`src/rtl/inst_fetch_pkg.sv`:
```
`default_nettype none
// ============================================================================
// Module      : inst_fetch_pkg
// Description : Shared widths, default memory size and fetch FSM state type.
// Revision    : 1.0 - initial release
// ============================================================================
package inst_fetch_pkg;

    localparam int INSTR_W           = 32;
    localparam int ADDR_W            = 32;
    localparam int MEM_BYTES_DEFAULT = 32;

    typedef enum logic [1:0] {
        INIT = 2'd0,
        RUN  = 2'd1,
        ERR  = 2'd2
    } fetch_state_e;

endpackage
`default_nettype wire

```
`src/rtl/fetch_fifo.sv`:
```
`default_nettype none
// ============================================================================
// Module      : fetch_fifo
// Description : DEPTH-entry {pc, instr} buffer with push, pop, flush and count.
// Revision    : 1.0 - initial release
// ============================================================================
module fetch_fifo
    import inst_fetch_pkg::*;
#(
    parameter int DEPTH  = 2,
    parameter int DATA_W = ADDR_W + INSTR_W,
    localparam int PTR_W = $clog2(DEPTH),
    localparam int CNT_W = PTR_W + 1
) (
    input  logic              clk,
    input  logic              reset,
    input  logic              push_i,
    input  logic              pop_i,
    input  logic              flush_i,
    input  logic [DATA_W-1:0] data_i,
    output logic [DATA_W-1:0] data_o,
    output logic [CNT_W-1:0]  count_o,
    output logic              full_o,
    output logic              empty_o
);

    logic [DATA_W-1:0] mem_q [DEPTH];
    logic [PTR_W-1:0]  rd_ptr_q;
    logic [PTR_W-1:0]  wr_ptr_q;
    logic [CNT_W-1:0]  count_q;
    logic              do_push;
    logic              do_pop;

    assign empty_o = (count_q == '0);
    assign full_o  = (count_q == CNT_W'(DEPTH));
    assign count_o = count_q;
    assign data_o  = mem_q[rd_ptr_q];

    // A flush discards everything, including a same-cycle push or pop.
    assign do_pop  = pop_i && !flush_i && !empty_o;
    assign do_push = push_i && !flush_i && (!full_o || do_pop);

    always_ff @(posedge clk) begin
        if (reset || flush_i) begin
            rd_ptr_q <= '0;
            wr_ptr_q <= '0;
            count_q  <= '0;
        end else begin
            if (do_push) begin
                wr_ptr_q <= wr_ptr_q + PTR_W'(1);
            end
            if (do_pop) begin
                rd_ptr_q <= rd_ptr_q + PTR_W'(1);
            end
            count_q <= count_q + CNT_W'(do_push) - CNT_W'(do_pop);
        end
    end

    always_ff @(posedge clk) begin
        if (do_push) begin
            mem_q[wr_ptr_q] <= data_i;
        end
    end

endmodule
`default_nettype wire

```
`src/rtl/inst_fetch.sv`:
```
`default_nettype none
// ============================================================================
// Module      : inst_fetch
// Description : Instruction fetch FSM and PC generator feeding a fetch buffer.
// Revision    : 1.0 - initial release
// ============================================================================
module inst_fetch
    import inst_fetch_pkg::*;
#(
    parameter logic [ADDR_W-1:0] RESET_PC  = 32'h0000_0000,
    parameter int                MEM_BYTES = MEM_BYTES_DEFAULT,
    parameter int                DEPTH     = 2
) (
    input  logic               clk,
    input  logic               reset,
    output logic [ADDR_W-1:0]  PC,
    input  logic [INSTR_W-1:0] Instruction_Code,
    output logic               out_valid,
    input  logic               out_ready,
    output logic [INSTR_W-1:0] out_instr,
    output logic [ADDR_W-1:0]  out_pc,
    input  logic               redirect_valid,
    input  logic [ADDR_W-1:0]  redirect_pc,
    output logic               misalign_err
);

    localparam logic [ADDR_W-1:0] ADDR_MASK = ADDR_W'(MEM_BYTES - 1);
    localparam logic [ADDR_W-1:0] MEM_END   = ADDR_W'(MEM_BYTES);
    localparam int                CNT_W     = $clog2(DEPTH) + 1;

    fetch_state_e               state_q;
    logic [ADDR_W-1:0]          fetch_pc_q;
    logic [ADDR_W-1:0]          fetch_pc_d;
    logic [ADDR_W-1:0]          fetch_pc_inc;
    logic                       misalign_err_q;
    logic [CNT_W-1:0]           count;
    logic                       full;
    logic                       empty;
    logic                       push;
    logic                       pop;
    logic                       flush;
    logic                       misaligned;
    logic [ADDR_W+INSTR_W-1:0]  head;

    assign misaligned   = (redirect_pc[1:0] != 2'b00);
    assign flush        = (state_q == RUN) && redirect_valid;
    assign pop          = out_ready && !empty;
    assign push         = (state_q == RUN) && !redirect_valid && (!full || pop);
    assign fetch_pc_inc = fetch_pc_q + 32'd4;
    assign fetch_pc_d   = (fetch_pc_inc == MEM_END) ? '0 : fetch_pc_inc;

    always_ff @(posedge clk) begin
        if (reset) begin
            state_q        <= INIT;
            fetch_pc_q     <= RESET_PC;
            misalign_err_q <= 1'b0;
        end else begin
            case (state_q)
                INIT: state_q <= RUN;
                RUN: begin
                    if (redirect_valid) begin
                        // A misaligned target freezes the fetch address for post-mortem.
                        if (misaligned) begin
                            state_q        <= ERR;
                            misalign_err_q <= 1'b1;
                        end else begin
                            fetch_pc_q <= redirect_pc & ADDR_MASK;
                        end
                    end else if (push) begin
                        fetch_pc_q <= fetch_pc_d;
                    end
                end
                ERR:     state_q <= ERR;
                default: state_q <= INIT;
            endcase
        end
    end

    fetch_fifo #(
        .DEPTH  (DEPTH),
        .DATA_W (ADDR_W + INSTR_W)
    ) u_fetch_fifo (
        .clk     (clk),
        .reset   (reset),
        .push_i  (push),
        .pop_i   (pop),
        .flush_i (flush),
        .data_i  ({fetch_pc_q, Instruction_Code}),
        .data_o  (head),
        .count_o (count),
        .full_o  (full),
        .empty_o (empty)
    );

    assign PC           = fetch_pc_q;
    assign out_valid    = (count != '0);
    assign out_pc       = head[ADDR_W+INSTR_W-1:INSTR_W];
    assign out_instr    = head[INSTR_W-1:0];
    assign misalign_err = misalign_err_q;

endmodule
`default_nettype wire

```
`config.mk`:
```
export PLATFORM = sky130hd
export DESIGN_NAME = inst_fetch
export DESIGN_NICKNAME = d
export VERILOG_FILES = /design/src/rtl/inst_fetch_pkg.sv /design/src/rtl/fetch_fifo.sv /design/src/rtl/inst_fetch.sv
export SDC_FILE = /design/constraint.sdc
export NUM_CORES = 1
export LEC_CHECK = 0
export CORE_AREA = 2 2 125 127
export DETAILED_ROUTE_END_ITERATION = 7
export DIE_AREA = 0 0 127 129
export PLACE_DENSITY = 0.88
export SETUP_SLACK_MARGIN = 0.5
export SYNTH_ARGS = -nofsm -noshare
export SYNTH_HDL_FRONTEND = slang
export SYNTH_HIERARCHICAL = 1
export SYNTH_SLANG_ARGS = --single-unit
```
`constraint.sdc`:
```
create_clock -name clk -period 10.6 [get_ports clk]
set_input_delay 2.12 -clock clk [delete_from_list [all_inputs] [get_ports clk]]
set_output_delay 2.12 -clock clk [all_outputs]
set_load 0.01 [all_outputs]
```
==> Flow_metrics.wiki <==
{| class="wikitable"
! Metric !! Value
|-
| Reg-to-reg endpoint || u_fetch_fifo/mem_q[1][43]$_DFFE_PP_
|-
| Largest clock skew in the final design || 11.5 ps
|-
| Net switching component of the power || 426 uW
|-
| Number of hold buffers added after cts || 0
|-
| Final global-route overflow total || 0
|-
| Initial core utilization || 49.3%
|-
| Comb power frac || 16.5%
|-
| Number of DRC violations after detailed routing || 0
|-
| Depth of the worst register-to-register path || 9
|-
| Post-synthesis instance area || 7380 sq um
|-
| Number of buffers inserted during clock tree synthesis || 17
|-
| Relative contribution of sequential cells to total power || 46.1%
|-
| Flip-flop and latch count after synthesis || 168
|-
| Count of cells resized by post-cts repair || 0
|-
| Fraction of final layout cells with drive strength greater than 1 || 20.0%
|-
| Number of global-route vias before repair || 4895
|-
| Fraction of registers with async set or reset after synthesis || 0%
|-
| Clock transition at path regs || 60 ps
|-
| Most frequently used flop master after synthesis || sky130_fd_sc_hd__edfxtp_1
|-
| Critical path class || input pin to register
|-
| Simple-gate share of the synthesized area || 12.5%
|-
| Highest Clock Rate || 0.181 GHz
|-
| Hold crit path type || register to register
|-
| Critical Path Sink || u_fetch_fifo/mem_q[1][43]$_DFFE_PP_
|-
| Tcrit/Tclk final || 52.2%
|-
| Post-Synth XOR/XNOR Area || 3.44%
|-
| Arrival time of the worst setup path || 5600 ps
|-
| Portion of the post-synthesis area used by sequential elements || 62.9%
|-
| Worst slew pin tran || 977 ps
|-
| H-tree lvl count || 4
|-
| Clock period minus worst slack || 5530 ps
|-
| Placer Congestion || 0.894
|-
| Clock net sink count || 168
|-
| 1st-pass router iterations || 4
|-
| Number of maximum-capacitance constraint violations || 0
|-
| Adder-cell share of the synthesized area || 0.848%
|-
| Longest Clk Path Bufs || 2
|-
| Fraction of the core area covered by cells at the end of the flow || 63.2%
|-
| IO Count || 166
|-
| Leading cell type in the layout, fill and taps excluded || sky130_fd_sc_hd__clkdlybuf4s50_1
|-
| Vertical die dimension || 129 um
|-
| Root buf cell || sky130_fd_sc_hd__clkbuf_16
|-
| I/O Buffers || 138
|-
| Area added between synthesis and finish || 28.4%
|-
| Startpoint types || input pin
|-
| Remaining antenna violation count after routing || 0
|-
| Worst-case vdd ir drop || 117 uV
|-
| Count of routing violations after the opening detailed-route iteration || 398
|-
| Insertion delay of the later-clocked pin in the worst-skew pair || 430 ps
|-
| Mapped Nets || 603
|-
| Maximum number of pins on one net before global-route repair || 39
|-
| Internal power of the cells || 1.31 mW
|-
| Routed len/inst || 18.1 um
|-
| Count of endpoints failing setup in the final report || 0
|-
| Antenna Cells || 0
|-
| Unrepaired setup endpoints after global routing || no
|-
| Element type at the critical path end || register
|-
| GRT Resource Usage Total || 19.5%
|-
| Worst Hold Path Cells || 2
|-
| Share of the synthesized area in compound gates (AO/OA/AOI/OAI) || 6.43%
|-
| Status || finished clean
|-
| Post-placement setup slack || 4610 ps
|-
| Number of synthesized flops with an enable pin || 128
|-
| Layout Nets || 734
|-
| Final Hold Vio Count || 0
|-
| Core area || 15000 sq um
|-
| Placement row count || 45
|-
| Synth Warn # || 6
|-
| Initial antenna violation count || 0
|-
| Via total after detailed routing || 4783
|-
| Combinational family with the most area after synthesis || simple AND/OR/NAND/NOR gates
|-
| Final max-slew violation count || 0
|-
| Post-Synthesis Mean Instance Area || 13.9 sq um
|-
| Cell count after synthesis || 530
|-
| DP Wirelength || 10.3 mm
|-
| Worst Path Max Fanout || 38
|-
| Number of post-CTS setup repair buffers || 0
|-
| Net switching fraction of the power || 24.5%
|-
| Power per unit of standard cell area || 184 nW/um^2
|-
| Share of total power in the clock network || 37.4%
|-
| Worst slew margin relative to its limit || 34.9%
|-
| Die W || 127 um
|-
| Post-synthesis mux area share || 10.8%
|-
| Final wirelength || 15.6 mm
|-
| Timing startpoint of the critical path || out_ready
|-
| R2r startpoint || u_fetch_fifo/count_o[1]$_SDFF_PP0_
|-
| PnR worst setup slack || 5070 ps
|-
| Synth cell types || 63
|-
| Required arrival time at the worst endpoint || 10670 ps
|-
| First-pass GRT wire length || 25.0 mm
|-
| Total Negative Setup Slacks || 0 ps
|-
| DIE AREA || 16400 sq um
|-
| Worst R2R Setup Slack || 6750 ps
|-
| CTS tree || done
|-
| Routed vias/inst || 5.55
|-
| Leakage || 3.13 nW
|-
| Most frequent cells in the layout || sky130_fd_sc_hd__clkdlybuf4s50_1, sky130_fd_sc_hd__edfxtp_1, sky130_fd_sc_hd__mux2_2
|}
## final cells by class
| cell class | instances | area, sq um |
|---|---|---|
| Clock buffer | 17 | 425 |
| Sequential cell | 168 | 4650 |
| Tap cell | 188 | 235 |
| Fill cell | 1119 | 5500 |
| Timing Repair Buffer | 142 | 1410 |
| Multi-Input combinational cell | 321 | 2510 |
| Clock inverter | 15 | 201 |
| Inverter | 11 | 41.3 |
## worst min-delay path by stage
stage | start | to
global route | misalign_err$_SDFFE_PP0P_ | misalign_err$_SDFFE_PP0P_
floorplan | state_q[1]$_SDFFE_PP0P_ | state_q[1]$_SDFFE_PP0P_
global placement | misalign_err$_SDFFE_PP0P_ | misalign_err$_SDFFE_PP0P_
finish | misalign_err$_SDFFE_PP0P_ | misalign_err$_SDFFE_PP0P_
detailed placement | misalign_err$_SDFFE_PP0P_ | misalign_err$_SDFFE_PP0P_
CTS | misalign_err$_SDFFE_PP0P_ | misalign_err$_SDFFE_PP0P_
## state kept, by name (all words and copies together), names as in the netlist, named ones only
signal and count:
PC 32, misalign_err 1, state_q 2, u_fetch_fifo/count_o 2, u_fetch_fifo/mem_q 128, u_fetch_fifo/rd_ptr_q 1
u_fetch_fifo/wr_ptr_q 1
## layer usage
| layer | up-vias | track usage [%] | wire [um] |
|---|---|---|---|
| met5 | - | 0 | 0 |
| met4 | 0 | 8.21 | 231 |
| met3 | 24 | 4.86 | 1200 |
| met2 | 184 | 33.1 | 7770 |
| met1 | 2306 | 24.1 | 6430 |
| li1 | 2269 | - | - |
## logic make-up after synthesis
| logic type | count (synthesis) |
|---|---|
| adders and majority gates | 5 |
| AOI/OAI and AO/OA | 63 |
| buffers and inverters | 41 |
| DFF | 168 |
| and+or+nand+nor | 153 |
| muxes | 71 |
| xor gates and xnor gates | 29 |
## power groups by stage
stage / registers, mW / logic (mW) / clock network [mW]
after global placement: 0.811 / 0.281 / 0
after floorplan: 0.812 / 0.154 / 0
after CTS: 0.802 / 0.292 / 0.659
final: 0.801 / 0.288 / 0.651
after global routing: 0.808 / 0.313 / 0.685
after detailed placement: 0.816 / 0.289 / 0
## Yosys cell counts (2+ instances only)
library cell | number | area share (%)
sky130_fd_sc_hd__nand2b_1 | 4 | 0.34
sky130_fd_sc_hd__or3_1 | 3 | 0.25
sky130_fd_sc_hd__xor2_1 | 12 | 1.4
sky130_fd_sc_hd__a22oi_1 | 5 | 0.51
sky130_fd_sc_hd__a311oi_1 | 6 | 0.71
sky130_fd_sc_hd__or4_1 | 2 | 0.20
sky130_fd_sc_hd__buf_6 | 4 | 0.61
sky130_fd_sc_hd__and2_1 | 4 | 0.34
sky130_fd_sc_hd__inv_1 | 11 | 0.56
sky130_fd_sc_hd__edfxtp_1 | 128 | 52
sky130_fd_sc_hd__nor2_1 | 39 | 2.0
sky130_fd_sc_hd__buf_2 | 11 | 0.75
sky130_fd_sc_hd__a211oi_1 | 2 | 0.20
sky130_fd_sc_hd__a22o_1 | 2 | 0.24
sky130_fd_sc_hd__nand2_1 | 23 | 1.2
sky130_fd_sc_hd__and4_1 | 2 | 0.24
sky130_fd_sc_hd__nor3_2 | 10 | 1.4
sky130_fd_sc_hd__xnor2_1 | 17 | 2.0
sky130_fd_sc_hd__nand4_4 | 2 | 0.58
sky130_fd_sc_hd__or2_2 | 2 | 0.17
sky130_fd_sc_hd__and3_1 | 5 | 0.42
sky130_fd_sc_hd__o21ai_0 | 9 | 0.61
sky130_fd_sc_hd__mux2_2 | 65 | 9.9
sky130_fd_sc_hd__nand3_1 | 15 | 1.0
sky130_fd_sc_hd__nand4_2 | 2 | 0.34
sky130_fd_sc_hd__mux2i_1 | 5 | 0.68
sky130_fd_sc_hd__buf_4 | 7 | 0.71
sky130_fd_sc_hd__ha_1 | 5 | 0.85
sky130_fd_sc_hd__nor4_1 | 5 | 0.42
sky130_fd_sc_hd__clkbuf_1 | 7 | 0.36
sky130_fd_sc_hd__nand4_1 | 8 | 0.68
sky130_fd_sc_hd__a21oi_1 | 11 | 0.75
sky130_fd_sc_hd__nor3_1 | 15 | 1.0
sky130_fd_sc_hd__a31oi_1 | 12 | 1.0
sky130_fd_sc_hd__a41oi_1 | 3 | 0.36
sky130_fd_sc_hd__dfxtp_1 | 40 | 11
## critical path, stage by stage
cell                              delay, ps
sky130_fd_sc_hd__clkdlybuf4s50_1        450
sky130_fd_sc_hd__nor2b_1                220
sky130_fd_sc_hd__nand2b_1               140
sky130_fd_sc_hd__nand3_1                440
sky130_fd_sc_hd__inv_1                  570
sky130_fd_sc_hd__nand2b_1               180
sky130_fd_sc_hd__a21oi_4                200
sky130_fd_sc_hd__and2_2                 630
sky130_fd_sc_hd__buf_4                  600
## per-stage QoR
stage	std cells	hold slack [ps]	cell area (sq um)	total power, mW
floorplan	530	460	7380	0.966
global placement	830	440	8850	1.09
detailed placement	830	454	8850	1.10
CTS	862	470	9470	1.75
global route	862	495	9470	1.81
finish	862	463	9470	1.74
Note: power is estimated with default switching activity, not from simulation.
